--- src/rtl/spi_sd_responder_if.sv ---
// Host-side handshake bundle for the SPI SD responder: TX buffer write port,
// RX byte read port and status flags.
interface spi_sd_responder_if;
   logic [7:0] TxData;
   logic       TxValid;
   logic       TxReady;
   logic [7:0] RxData;
   logic       RxValid;
   logic       RxAck;
   logic       Overrun;
   logic       Busy;

   modport slave (
      input  TxData, TxValid, RxAck,
      output TxReady, RxData, RxValid, Overrun, Busy
   );

   modport master (
      output TxData, TxValid, RxAck,
      input  TxReady, RxData, RxValid, Overrun, Busy
   );
endinterface

--- src/rtl/spi_sd_responder.sv ---
// SPI mode-0 target oversampled on MasterCLK: one-entry TX buffer, single RX
// holding register with sticky overrun.
module spi_sd_responder #(
   parameter logic [7:0] IDLE_BYTE = 8'hFF
) (
   input  logic                MasterCLK,
   input  logic                Reset,
   input  logic                SPI_CLK,
   input  logic                SPI_CS,
   input  logic                SPI_MOSI,
   output logic                SPI_MISO,
   spi_sd_responder_if.slave   host
);

   typedef enum logic [1:0] {WAITHIGH, IDLE, SHIFT} state_e;

   state_e     state_q, state_d;
   logic [1:0] sclk_sync_q, sclk_sync_d;
   logic [1:0] cs_sync_q, cs_sync_d;
   logic [1:0] mosi_sync_q, mosi_sync_d;
   logic       sclk_prev_q, sclk_prev_d;
   logic       cs_prev_q, cs_prev_d;
   logic [1:0] fill_q, fill_d;
   logic [3:0] cnt_q, cnt_d;
   logic [7:0] rx_sr_q, rx_sr_d;
   logic [7:0] tx_sr_q, tx_sr_d;
   logic [7:0] buf_q, buf_d;
   logic       buf_vld_q, buf_vld_d;
   logic [7:0] rx_data_q, rx_data_d;
   logic       rx_valid_q, rx_valid_d;
   logic       overrun_q, overrun_d;
   logic       miso_q, miso_d;
   logic       busy_q, busy_d;

   logic       sclk_s, cs_s, mosi_s;
   logic       sclk_rise, sclk_fall, cs_rise, cs_fall;
   logic       reload, rx_done, tx_write;
   logic [7:0] rx_byte;

   assign sclk_s    = sclk_sync_q[1];
   assign cs_s      = cs_sync_q[1];
   assign mosi_s    = mosi_sync_q[1];
   assign sclk_rise = sclk_s & ~sclk_prev_q;
   assign sclk_fall = ~sclk_s & sclk_prev_q;
   assign cs_rise   = cs_s & ~cs_prev_q;
   assign cs_fall   = ~cs_s & cs_prev_q;
   assign rx_byte   = {rx_sr_q[6:0], mosi_s};
   assign tx_write  = host.TxValid & ~buf_vld_q;

   always_comb begin
      state_d     = state_q;
      sclk_sync_d = {sclk_sync_q[0], SPI_CLK};
      cs_sync_d   = {cs_sync_q[0], SPI_CS};
      mosi_sync_d = {mosi_sync_q[0], SPI_MOSI};
      sclk_prev_d = sclk_s;
      cs_prev_d   = cs_s;
      fill_d      = (fill_q == 2'd2) ? fill_q : fill_q + 2'd1;
      cnt_d       = cnt_q;
      rx_sr_d     = rx_sr_q;
      tx_sr_d     = tx_sr_q;
      buf_d       = buf_q;
      buf_vld_d   = buf_vld_q;
      rx_data_d   = rx_data_q;
      rx_valid_d  = rx_valid_q;
      overrun_d   = overrun_q;
      reload      = 1'b0;
      rx_done     = 1'b0;

      case (state_q)
         // The synchronizer holds its reset value for two cycles; only trust
         // CS high once real pin samples have reached the output stage.
         WAITHIGH: if (fill_q == 2'd2 && cs_s) state_d = IDLE;
         IDLE: if (cs_fall) begin
            state_d = SHIFT;
            cnt_d   = 4'd0;
            reload  = 1'b1;
         end
         SHIFT: begin
            if (cs_rise) begin
               state_d = IDLE;
               cnt_d   = 4'd0;
            end else if (sclk_rise) begin
               rx_sr_d = rx_byte;
               cnt_d   = cnt_q + 4'd1;
               rx_done = (cnt_q == 4'd7);
            end else if (sclk_fall) begin
               if (cnt_q == 4'd8) begin
                  reload = 1'b1;
                  cnt_d  = 4'd0;
               end else begin
                  tx_sr_d = tx_sr_q << 1;
               end
            end
         end
         default: state_d = WAITHIGH;
      endcase

      if (reload) begin
         tx_sr_d   = buf_vld_q ? buf_q : IDLE_BYTE;
         buf_vld_d = 1'b0;
      end
      // A write can only land on an empty buffer, so it never races a reload
      // that is draining a full one.
      if (tx_write) begin
         buf_d     = host.TxData;
         buf_vld_d = 1'b1;
      end

      if (rx_done) begin
         if (!rx_valid_q || host.RxAck) begin
            rx_data_d  = rx_byte;
            rx_valid_d = 1'b1;
         end else begin
            overrun_d = 1'b1;
         end
      end else if (host.RxAck) begin
         rx_valid_d = 1'b0;
      end

      busy_d = (state_d == SHIFT);
      miso_d = busy_d ? tx_sr_d[7] : 1'b1;
   end

   always_ff @(posedge MasterCLK) begin
      if (!Reset) begin
         state_q     <= WAITHIGH;
         sclk_sync_q <= 2'b00;
         cs_sync_q   <= 2'b11;
         mosi_sync_q <= 2'b11;
         sclk_prev_q <= 1'b0;
         cs_prev_q   <= 1'b1;
         fill_q      <= 2'd0;
         cnt_q       <= 4'd0;
         rx_sr_q     <= 8'h00;
         tx_sr_q     <= IDLE_BYTE;
         buf_q       <= 8'h00;
         buf_vld_q   <= 1'b0;
         rx_data_q   <= 8'h00;
         rx_valid_q  <= 1'b0;
         overrun_q   <= 1'b0;
         miso_q      <= 1'b1;
         busy_q      <= 1'b0;
      end else begin
         state_q     <= state_d;
         sclk_sync_q <= sclk_sync_d;
         cs_sync_q   <= cs_sync_d;
         mosi_sync_q <= mosi_sync_d;
         sclk_prev_q <= sclk_prev_d;
         cs_prev_q   <= cs_prev_d;
         fill_q      <= fill_d;
         cnt_q       <= cnt_d;
         rx_sr_q     <= rx_sr_d;
         tx_sr_q     <= tx_sr_d;
         buf_q       <= buf_d;
         buf_vld_q   <= buf_vld_d;
         rx_data_q   <= rx_data_d;
         rx_valid_q  <= rx_valid_d;
         overrun_q   <= overrun_d;
         miso_q      <= miso_d;
         busy_q      <= busy_d;
      end
   end

   assign SPI_MISO     = miso_q;
   assign host.TxReady = ~buf_vld_q;
   assign host.RxData  = rx_data_q;
   assign host.RxValid = rx_valid_q;
   assign host.Overrun = overrun_q;
   assign host.Busy    = busy_q;

endmodule

--- src/flat_wrapper.sv ---
// flat-port wrapper written by rule: the top's interface ports become plain ports
module spi_sd_responder_flat 
#(
   parameter logic [7:0] IDLE_BYTE = 8'hFF
)
  (MasterCLK, Reset, SPI_CLK, SPI_CS, SPI_MOSI, SPI_MISO, host_TxData, host_TxValid, host_RxAck, host_TxReady, host_RxData, host_RxValid, host_Overrun, host_Busy);
  spi_sd_responder_if host_i ();
  input  logic MasterCLK;
  input  logic Reset;
  input  logic SPI_CLK;
  input  logic SPI_CS;
  input  logic SPI_MOSI;
  output logic SPI_MISO;
  input wire logic [$bits(host_i.TxData)-1:0] host_TxData;
  input wire logic [$bits(host_i.TxValid)-1:0] host_TxValid;
  input wire logic [$bits(host_i.RxAck)-1:0] host_RxAck;
  output wire logic [$bits(host_i.TxReady)-1:0] host_TxReady;
  output wire logic [$bits(host_i.RxData)-1:0] host_RxData;
  output wire logic [$bits(host_i.RxValid)-1:0] host_RxValid;
  output wire logic [$bits(host_i.Overrun)-1:0] host_Overrun;
  output wire logic [$bits(host_i.Busy)-1:0] host_Busy;
  assign host_i.TxData = host_TxData;
  assign host_i.TxValid = host_TxValid;
  assign host_i.RxAck = host_RxAck;
  assign host_TxReady = host_i.TxReady;
  assign host_RxData = host_i.RxData;
  assign host_RxValid = host_i.RxValid;
  assign host_Overrun = host_i.Overrun;
  assign host_Busy = host_i.Busy;
  spi_sd_responder #(.IDLE_BYTE(IDLE_BYTE)) u_core (.MasterCLK(MasterCLK), .Reset(Reset), .SPI_CLK(SPI_CLK), .SPI_CS(SPI_CS), .SPI_MOSI(SPI_MOSI), .SPI_MISO(SPI_MISO), .host(host_i));
endmodule
--- config.mk ---
export PLATFORM = sky130hd
export DESIGN_NAME = spi_sd_responder_flat
export DESIGN_NICKNAME = d
export VERILOG_FILES = /design/src/rtl/spi_sd_responder_if.sv /design/src/rtl/spi_sd_responder.sv /design/src/flat_wrapper.sv
export SDC_FILE = /design/constraint.sdc
export NUM_CORES = 1
export LEC_CHECK = 0
export ABC_AREA = 1
export CAP_MARGIN = 10
export CORE_MARGIN = 10
export CORE_UTILIZATION = 54
export CTS_CLUSTER_SIZE = 30
export DETAILED_ROUTE_END_ITERATION = 8
export PLACE_DENSITY = 0.78
export SLEW_MARGIN = 5
export SYNTH_ARGS = -nofsm -noshare
export SYNTH_HDL_FRONTEND = slang
export SYNTH_SLANG_ARGS = --single-unit
--- constraint.sdc ---
create_clock -name MasterCLK -period 2.14 [get_ports MasterCLK]
set_input_delay 0.321 -clock MasterCLK [delete_from_list [all_inputs] [get_ports MasterCLK]]
set_output_delay 0.321 -clock MasterCLK [all_outputs]
set_load 0.02 [all_outputs]
* Word level (Yosys, flattened, before mapping)
Cells that the tools add are included.
** Storage, ports and cells
- Word-level logic and storage cells :: 92
- Memory bits (read-only) :: 0
- Memories :: 0
- Bits in latches :: 0
- Register bits :: 52
- Bits in writable memories :: 0
** Operators by class
- Multiply operators :: 0
- Add/sub/neg operators :: 2
- Reductions and logical operators :: 16
- Divide/modulo/power cells :: 0
- Shift operators :: 0
- Bitwise gates (word level) :: 12
- Order comparisons :: 0
- Equal/unequal tests :: 13
- Multiplexer cells :: 31
** Operators by type and width (count)
- $mux W8 :: 7
- $mux W4 :: 5
- $mux W1 :: 13
- $reduce_bool A2 Y1 :: 5
- $ne A4 B1 Y1 const B :: 2
- $pmux W4 S2 :: 1
- $reduce_and A2 Y1 :: 4
- $not A1 Y1 :: 7
- $eq A2 B2 Y1 const B :: 3
- $mux W2 :: 3
- $ne A2 B2 Y1 const B :: 3
- $pmux W2 S3 :: 1
- $and A1 B1 Y1 :: 5
- $reduce_and A5 Y1 :: 1
- $add A4 B1 Y4 const B :: 1
- $eq A4 B3 Y1 const B :: 1
- $eq A4 B4 Y1 const B :: 1
- $ne A2 B1 Y1 const B :: 2
- $reduce_and A4 Y1 :: 1
- $reduce_and A3 Y1 :: 1
- $add A2 B1 Y2 const B :: 1
- $eq A2 B1 Y1 const B :: 1
- $logic_not A2 Y1 :: 1
- $pmux W1 S2 :: 1
- other kinds (3) :: 3

* Logic depth before layout (Yosys ltp)
- Depth after elaboration :: 8
- Mapped depth :: 11

* Least setup slack after synthesis
No wires, ideal clock.
- Path type :: reg-to-reg
- From :: register u_core.state_q[0]
- To :: register u_core.miso_q, in the netlist u_core.SPI_MISO
- Cell stages (with the launch flop) :: 9
- Required time :: 2.015 ns
- Slack :: 0.592 ns
- Arrival time :: 1.423 ns
- Cell sequence :: dfxtp_1 > inv_1 > ha_1 > nand3_4 > o21ai_4 > nand2_4 > buf_6 > nand3_1 > nand3_1
** Between the ends
- Longest elaborated chain between the ends :: 4
- Elaborated cells on any way between the ends :: 12
- Classes of those cells :: eq/ne (3); mux (7); reduce/logical (2)
** Ends and longest elaborated chain
- from (decl) :: RTL line spi_sd_responder.sv:17 : state_e state_q, state_d;
- from (signal assigned) :: RTL line spi_sd_responder.sv:144 : state_q <= state_d;
- $eq A2 B2 Y1 (tied with other cells) :: RTL line spi_sd_responder.sv:69 : case (state_q)
- $pmux W2 S3 :: RTL line spi_sd_responder.sv:69
- $eq A2 B2 Y1 :: RTL line spi_sd_responder.sv:120 : busy_d = (state_d == SHIFT);
- $reduce_and A2 Y1 (no source line)
- to (signal assigned) :: RTL line spi_sd_responder.sv:159 : miso_q <= miso_d;
- to (decl) :: RTL line spi_sd_responder.sv:32 : logic miso_q, miso_d;
Parallel ways exist; a longest one is shown, timed or not. The select of a mux whose other input is x is not followed.
A chain may end at the register's enable or synchronous reset.

* Worst setup path after layout
- From :: register u_core.buf_vld_q
- To :: output port host_TxReady
** Between the ends
- Longest elaborated chain between the ends :: 1
** Ends and longest elaborated chain
- from (decl) :: RTL line spi_sd_responder.sv:28 : logic buf_vld_q, buf_vld_d;
- from (signal assigned) :: RTL line spi_sd_responder.sv:155 : buf_vld_q <= buf_vld_d;
- $not A1 Y1 :: RTL line spi_sd_responder.sv:165 : assign host.TxReady = ~buf_vld_q;
- to (decl) :: RTL line flat_wrapper.sv:17 : output wire logic [$bits(host_i.TxReady)-1:0] host_TxReady;
No other way between the ends.

==> impl_metrics.tcl <==
set metrics [dict create \
    reg2reg_slack_ps 420 \
    netlist_area_sq_um 2230 \
    drt_iter0_drc 171 \
    worst_r2r_endpoint "u_core.host.RxData[6]" \
    drt-pass1-iter-count 4 \
    post_drt_wl_per_cell_um 11.6 \
    rsz0062_at_grt "no" \
    clock_buffers_created_by_tritoncts 5 \
    worst-setup-path-type "reg -> out" \
    report.final.setup_viol 0 \
    global_route_wire_length_before_repair_um 7870 \
    max-clock-path-buffers 2 \
    die_area_sq_um 7110 \
    routabilityCongestion 0.796 \
    antenna_cells 0 \
    synth_area_per_cell_sq_um 7.64 \
    fin_worst_hold_slack_ps 419 \
    startpoint_type "flip-flop" \
    status "completed" \
    fin_worst_skew_ps 7.80 \
    port_buffer_cells 27 \
    dp.final_hpwl_um 3180 \
    synth_enable_flop_cells 0 \
    critical_path_required_ps 1820 \
    totalWireLength_um 4310 \
    netlist-cell-type-count 27 \
    worstRegToRegCells 8 \
    ios 28 \
    synth_async_sr_flop_share_pct 0 \
    worst_hold_path_type "reg -> reg" \
    post-route-drc-count 0 \
    core.rowCount 23 \
    initial_utilization_pct 55.8 \
    multi_input_comb_area_sq_um 1010 \
    max_clock_freq_mhz 543 \
    hold_end "u_core.mosi_sync_q[1]" \
    max_slew_margin_pct 78.0 \
    num_vias 1841 \
    detail-route-antenna-nets 0 \
    yosys_warning_total 0 \
    ys.flop_type "sky130_fd_sc_hd__dfxtp_1" \
    crit_start "u_core.buf_vld_q" \
    drv.max_cap_violation_count 0 \
    timing.final.hold_violations 0 \
    worst-slew-pin-transition_ps 329 \
    min_period_ps 1840 \
    core_area_sq_um 4000 \
    power.leakage_nw 1.19 \
    pre_cts_ws_ps 436 \
    cts_hold_repair.buffers 0 \
    timing.final.max_slew_violations 0 \
    regToRegStartpoint "u_core.state_q[0]" \
    resized_gates_after_cts 0 \
    sum_of_negative_setup_slack_ps 0 \
    worstPathArrival_ps 1520 \
    power_density_nw_per_um2 703 \
    grt_antenna_before_repair 0 \
    clock_tree.htree_level_count 2 \
    clkTransAtPathRegs_ps 90 \
    cp-end-kind "output pin" \
    tritoncts "done" \
    worst_hold_startpoint "u_core.mosi_sync_q[0]" \
    fill_cell_instance_count_of_the_final_layout 344 \
    die_w_um 84.3 \
    synth_nets 316 \
    min_period_over_period_pct 86.0 \
    layout_setup_ws_ps 300 \
    syn_to_final_growth_pct 18.2 \
    globalRoute.totalOverflow 0 \
    tritoncts_num_sinks 52 \
    globalRouteTotalUtil_pct 12.7 \
    seq_area_sq_um 1040 \
    chipHeight_um 84.3 \
    via_count_of_the_first_global_routing_pass 1818 \
    vias_per_cell 4.96 \
    post_synth_inst_count 292 \
    fin_nets 344 \
    min_delay_path_depth 1 \
    grt_start_max_net_pins 36 \
    layout-drive-gt1-share_pct 7.79 \
    clk_latency_ps 300 \
    power.ir.vdd_worst_mv 0.548 \
    cts_setup_buffers 0 \
    cts_root_buf "sky130_fd_sc_hd__clkbuf_8" \
    flop_and_latch_count_out_of_synthesis 52 \
    seq_total_area_yosys_pct 46.6 \
    critPathMaxFanout 11 \
]
critical path, stage by stage, from the launching register on:
cell and delay, ps:
sky130_fd_sc_hd__dfxtp_1 320, sky130_fd_sc_hd__inv_1 230, sky130_fd_sc_hd__clkdlybuf4s50_1 670
cell usage in the layout (no fill, tap or decap), drive strengths merged:
cell and instances:
dfxtp 52, nor2 47, nand2 44, nand3 37, inv 33, clkdlybuf4s50 27, o21ai 27, a21oi 17
ha 9, clkbuf 6, or2 5, buf 5, o211ai 3, clkinv 2, nor3 2, nand4 2
and2 1, o21bai 1, nand3b 1
report_power, final:
part	switching [W]	leakage, nW	total, W	internal [W]
sequential	0.0000254	0.424	0.00104	0.00101
clock	0.000300	0.0510	0.000558	0.000258
combinational	0.000153	0.713	0.000257	0.000104
through the flow:
step                power [W]  instances  cell area, sq um  util, %
CTS                   0.00187        371              2640     65.9
finish                0.00185        371              2640     65.9
detailed placement    0.00132        363              2540     63.6
global placement      0.00131        363              2540     63.6
global route          0.00196        371              2640     65.9
floorplan             0.00124        292              2230        -
area by class of cell:
cell class                 count  area share [%]
clock inverter                 2           0.380
clock buffer                   6            3.13
timing repair buffer          32            11.7
multi-input combinational    196            38.3
tap                           50            2.37
inverter                      33            4.70
sequential                    52            39.5
cells by family after synthesis:
| kind of cell | share of synthesized area (%) |
|---|---|
| compound gates | 11.7 |
| fa+ha+maj | 5.04 |
| buf+inv | 8.13 |
| flops | 46.6 |
| simple gates | 28.5 |
synth_stat cells, types with 2 or more instances:
cell type | n | area, sq um
sky130_fd_sc_hd__o21ai_1 | 3 | 15.0
sky130_fd_sc_hd__nand3_1 | 36 | 180
sky130_fd_sc_hd__o211ai_1 | 3 | 22.5
sky130_fd_sc_hd__or2_2 | 5 | 31.3
sky130_fd_sc_hd__nor2_1 | 46 | 173
sky130_fd_sc_hd__buf_4 | 2 | 15.0
sky130_fd_sc_hd__inv_1 | 33 | 124
sky130_fd_sc_hd__clkbuf_1 | 7 | 26.3
sky130_fd_sc_hd__o21ai_0 | 23 | 115
sky130_fd_sc_hd__a21oi_1 | 17 | 85.1
sky130_fd_sc_hd__ha_1 | 9 | 113
sky130_fd_sc_hd__nand2_1 | 42 | 158
sky130_fd_sc_hd__dfxtp_1 | 52 | 1040
state kept, by name, summed over array words and instances (netlist names):
signal and count:
u_core.state_q 2, u_core.buf_vld_q 1, u_core.cs_prev_q 1, u_core.sclk_sync_q 2
u_core.host.RxValid 1, u_core.buf_q 8, u_core.host.Overrun 1, u_core.host.RxData 8
u_core.cnt_q 4, u_core.fill_q 2, u_core.tx_sr_q 8, u_core.SPI_MISO 1
u_core.mosi_sync_q 2, u_core.host.Busy 1, u_core.rx_sr_q 7, u_core.cs_sync_q 2
u_core.sclk_prev_q 1
how the worst max path moves through the flow:
stage / end / cells after the start
after floorplan: u_core.SPI_MISO / 8
after global placement: u_core.SPI_MISO / 7
after detailed placement: u_core.host.RxData[0] / 8
after CTS: host_TxReady / 2
after global routing: u_core.host.RxData[5] / 8
final: host_TxReady / 2
layer usage:
metal / share of wire (%) / GRT usage (%)
met2: 46 / 21.2
met1: 48 / 14.8
met4: 1.6 / 5.48
met5: 0 / 0
met3: 4.4 / 3.57
Note: power is estimated with default switching activity, not from simulation.
==> variant 1 (same settings) <==
Encoding of `state_e`: now one-hot (3 bits for 3 states).
--- a/src/rtl/spi_sd_responder.sv
+++ b/src/rtl/spi_sd_responder.sv
@@ -12,7 +12,7 @@
    spi_sd_responder_if.slave   host
 );
 
-   typedef enum logic [1:0] {WAITHIGH, IDLE, SHIFT} state_e;
+   typedef enum logic [2:0] {WAITHIGH = 3'b001, IDLE = 3'b010, SHIFT = 3'b100} state_e;
 
    state_e     state_q, state_d;
    logic [1:0] sclk_sync_q, sclk_sync_d;
Behaviour: no difference found for any inputs over 10 cycles, from zero or initial values and one cycle with Reset low; not proved beyond that.
==> variant 1 against the unedited design <==
  * Area after synthesis up 1.8%
  * Combinational power down 31%
  * Utilization up 1.6 points
  * Setup slack better by 130 ps
  * First-iteration DRC count up 9.4%
  * Routed wire length up 10%
  * Final cell count down 0.54%
  * Clock power up 41%
  * Total power up 8.5%
  * Sequential cell count up 1
  * Non-clock buffer count down 3
  * Cell area up 3.1%
==> variant 1: results (changes against the unedited design) <==
Setup path
  • R2R setup slack: 520 ps (+100 ps)
  • Worst r2r dst: u_core.buf_vld_q
  • Highest cell delay on the worst timing path: 630 ps (-40 ps)
  • Reg2Reg Depth: 9 (+1)
  • Worst EP arrival: 1390 ps (-130 ps)
  • Origin of the critical flop-to-flop path: u_core.cnt_q[0]

Timing
  • Fin Hold WS: 419 ps (+0.134 ps)
  • Worst slew pin tran: 543 ps (+214 ps)
  • Worst clock skew: 7.46 ps (-0.338 ps)

Layout
  • Fraction of layout cells with a size suffix above 1: 11.0% (+3.2 points)

Power and ir drop
  • VDD IR max: 0.000519 V (-5.2%)
  • Lkg Pwr: 1.18 nW (-0.43%)

GRT
  • Met1 GRT Util: 16.4% (+1.6 points)
  • First-pass GRT wire length: 8.33 mm (+5.9%)
  • Global Route met2 Usage: 22.3% (+1.1 points)
  • Largest net degree at the start of global routing: 33 (-8.3%)
  • GRT Overall Usage: 13.7% (+0.95 points)

Place
  • DP HPWL: 3.48 mm (+9.5%)
  • Global placer's final weighted congestion: 0.867 (+8.9%)
  • Placement-stage worst setup slack: 466 ps (+29.9 ps)

Synth
  • Post-Syn Instances: 287 (-1.7%)
  • Most frequent cells after synthesis: dfxtp_1, nand2_1, nor2_1
  • Count of cell types in the netlist: 31 (+15%)
  • Synth Net Count: 307 (-2.8%)
  • Top post-synthesis cells by area: dfxtp_1, nand3_1, nand2_1
  • Post-synthesis sequential area ratio: 46.7% (+0.059 points)
  • Yosys warnings: 0 (unchanged)

Detailed routing
  • DR vias: 1913 (+3.9%)
  • 1st-iter DRT viols: 187 (+9.4%)

Outcome
  • Status: complete, no violations

Hold path
  • Hold Crit Class: reg2reg
  • Worst hold start: u_core.mosi_sync_q[0]
==> variant 1: cell count changes after synthesis, sizes merged, moves of 3 or more <==
cell    before  now
nand4        2   10
clkinv       0    3
inv         33   26
o21ai       27   19
nand2       44   49
nand3       37   40
clkbuf       7    3
ha           9    5
==> variant 1: power breakdown <==
part | internal, mW | total (mW) | switching (mW) | leakage (nW)
clock network | 0.464 | 0.787 | 0.323 | 0.0681
logic | 0.0753 | 0.177 | 0.102 | 0.683
registers | 1.03 | 1.05 | 0.0206 | 0.432
total | 1.57 | 2.01 | 0.446 | 1.18
==> variant 1: worst register-to-register path: cells and delay by family (launching register included) <==
kind                       cells  cell delay, ps
and+or+nand+nor                5             520
DFF                            1             340
AOI/OAI and AO/OA              1             310
adders and majority gates      1             210
buffers and inverters          2             130
==> variant 1: logic make-up after synthesis <==
kind of cell,synth area share [%]
AND/OR/NAND/NOR,34.4
flip-flops,46.7
AO/OA/AOI/OAI,9.58
buffers and inverters,6.55
adder cells (fa/ha/maj),2.75
==> variant 1: routing by layer <==
metal | share of wire, % | vias up
met5 | 0 | -
met4 | 0.82 | 0
met3 | 4.2 | 6
met2 | 50 | 32
met1 | 45 | 872
li1 | - | 1003
==> variant 1: worst max-delay path by stage <==
stage / end / slack (ps) / depth (start not counted)
CTS: host_TxReady / 420 / 2
global placement: u_core.buf_vld_q / 540 / 9
global route: u_core.host.RxData[3] / 300 / 6
finish: host_TxReady / 430 / 2
floorplan: u_core.tx_sr_q[1] / 650 / 8
detailed placement: u_core.host.RxData[1] / 470 / 6
==> variant 1: final cells by class <==
class | count | area [um^2]
clock inverters | 3 | 65.1
fillers | 375 | 1310
repair buffers | 29 | 285
inverters | 29 | 115
clock buffers | 5 | 68.8
well taps | 50 | 62.6
multi-input cells | 200 | 1060
flip-flops and latches | 53 | 1060
==> variant 1: stage by stage <==
stage,area [um^2],instances
floorplan,2270,287
global placement,2590,361
detailed placement,2590,361
CTS,2720,369
global route,2720,369
finish,2720,369
==> variant 2 (same flow settings) <==
Made on the original files. `IDLE_BYTE` is set to 8'hFF in 2 places; all go to 8'h7F.
--- a/src/rtl/spi_sd_responder.sv
+++ b/src/rtl/spi_sd_responder.sv
@@ -1,7 +1,7 @@
 // SPI mode-0 target oversampled on MasterCLK: one-entry TX buffer, single RX
 // holding register with sticky overrun.
 module spi_sd_responder #(
-   parameter logic [7:0] IDLE_BYTE = 8'hFF
+   parameter logic [7:0] IDLE_BYTE = 8'h7F
 ) (
    input  logic                MasterCLK,
    input  logic                Reset,
--- a/src/flat_wrapper.sv
+++ b/src/flat_wrapper.sv
@@ -1,7 +1,7 @@
 // flat-port wrapper written by rule: the top's interface ports become plain ports
 module spi_sd_responder_flat 
 #(
-   parameter logic [7:0] IDLE_BYTE = 8'hFF
+   parameter logic [7:0] IDLE_BYTE = 8'h7F
 )
   (MasterCLK, Reset, SPI_CLK, SPI_CS, SPI_MOSI, SPI_MISO, host_TxData, host_TxValid, host_RxAck, host_TxReady, host_RxData, host_RxValid, host_Overrun, host_Busy);
   spi_sd_responder_if host_i ();
Function: changed (Yosys sat finds a counterexample within 10 cycles, from zero or initial values and one cycle with Reset low).
==> variant 2 against the unedited design <==
  * Area after synthesis is 0.22% higher
  * First-iteration DRC count is 24% lower
  * Setup slack better by 39 ps
  * Total power is 5.6% higher
  * Routed wire length is 5.2% higher
  * Sequential cell count stayed put
  * Cell area is 0.19% higher
==> variant 2: results (changes against the unedited design) <==
Clocking
  • H-tree levels: 2 (unchanged)
  • Clk_lat worst skew: 300 ps (about the same)
  • CTS buffer count: 5 (unchanged)
  • Root buf cell: clkbuf_8

GRT
  • Global Route met2 Usage: 23.0% (+1.9 points)
  • GRT met3 Usage: 4.44% (+0.87 points)
  • Initial antenna violation count: 0 (unchanged)
  • Grt peak-use layer: met2
  • Vias in the first global route: 1874 (+3.1%)
  • GRT Overall Usage: 13.2% (+0.49 points)
  • Largest net degree at the start of global routing: 34 (-5.6%)
  • Met1 GRT Util: 14.5% (-0.31 points)
  • First-pass GRT wire length: 8.07 mm (+2.6%)

Layout
  • Fraction of layout cells with a size suffix above 1: 10.0% (+2.2 points)
  • Nets: 343 (-0.29%)
  • Filler cells: 356 (+3.5%)
  • Final std cells w/o fill: 370 (-0.27%)
  • Ant diodes: 0 (unchanged)

Detailed routing
  • Vias per inst: 5.07 (+2.2%)
  • Met2 WL post-DR: 2.16 mm (+10%)
  • Met1 WL: 2.10 mm (+0.43%)
  • Wire per inst: 12.3 um (+5.5%)
  • Drt first pass iters: 4 (unchanged)
  • 1st-iter DRT viols: 130 (-24%)
  • Metal3 WL: 216 um (+14%)

Timing
  • Worst slew margin: 68.5% (-9.5 points)
  • Worst clock skew: 4.03 ps (-3.76 ps)
  • Fin Hold WS: 420 ps (+1.43 ps)
  • Setup WS post-layout: 339 ps (+39.3 ps)

Setup path
  • Worst setup path category: reg2reg
  • Max FO, Critical Path: 12 (+1)
  • Worst EP arrival: 2040 ps (+520 ps)
  • Worst r2r dst: u_core.host.RxData[2]

Synth
  • Most frequent cells after synthesis: dfxtp_1, nand2_1, nor2_1
  • EDFF count, synth: 0 (unchanged)
  • Yosys warnings: 0 (unchanged)
  • Count of cell types in the netlist: 27 (unchanged)
  • Top post-synthesis cells by area: dfxtp_1, nand2_1, nor2_1
  • Post-synthesis sequential area ratio: 46.5% (-0.10 points)
  • Synth Net Count: 315 (-0.32%)
  • Syn Area/Cell: 7.69 um^2 (+0.57%)

Place
  • Placement-stage worst setup slack: 306 ps (-130 ps)
  • Post-DP Area: 2530 um^2 (-0.64%)
  • Placed Instances: 362 (-0.28%)
  • DP HPWL: 3.19 mm (+0.48%)
  • Global placer's final weighted congestion: 0.904 (+14%)

Power and ir drop
  • VDD IR max: 0.000547 V (-0.12%)
  • Lkg Pwr: 1.13 nW (-4.6%)

Hold path
  • Worst hold start: u_core.cs_sync_q[0]
  • Hold Path Cell Cnt: 1 (unchanged)
  • Worst Hold End: u_core.cs_sync_q[1]

Outcome
  • Status: complete, no violations
[variant 2: critical path: stages, from the launching register on]
cell	delay, ps
dfxtp_1	360
inv_1	120
ha_2	290
nand3_2	250
nor2_2	200
nand2_2	110
inv_2	170
o21ai_0	100
a21oi_1	140
[variant 2: area by class of cell]
| class | instances | share of cell area, % |
|---|---|---|
| Tap cell | 50 | 2.37 |
| Sequential cell | 52 | 39.4 |
| Multi-Input combinational cell | 198 | 38.5 |
| Clock buffer | 5 | 2.60 |
| Timing Repair Buffer | 29 | 10.8 |
| Clock inverter | 3 | 1.61 |
| Inverter | 33 | 4.69 |
[variant 2: logic make-up (layout without fill, tap and decap cells)]
family	Yosys count	count (layout)	synth area share (%)
buffers and inverters	41	70	8.05
DFF	52	52	46.5
AOI/OAI and AO/OA	48	48	11.6
adders and majority gates	9	9	5.03
and+or+nand+nor	141	141	28.7
[variant 2: report_power, final]
group          internal, mW  switching (mW)
clock                 0.346           0.316
sequential             1.01          0.0256
combinational         0.104           0.154
total                  1.46           0.496
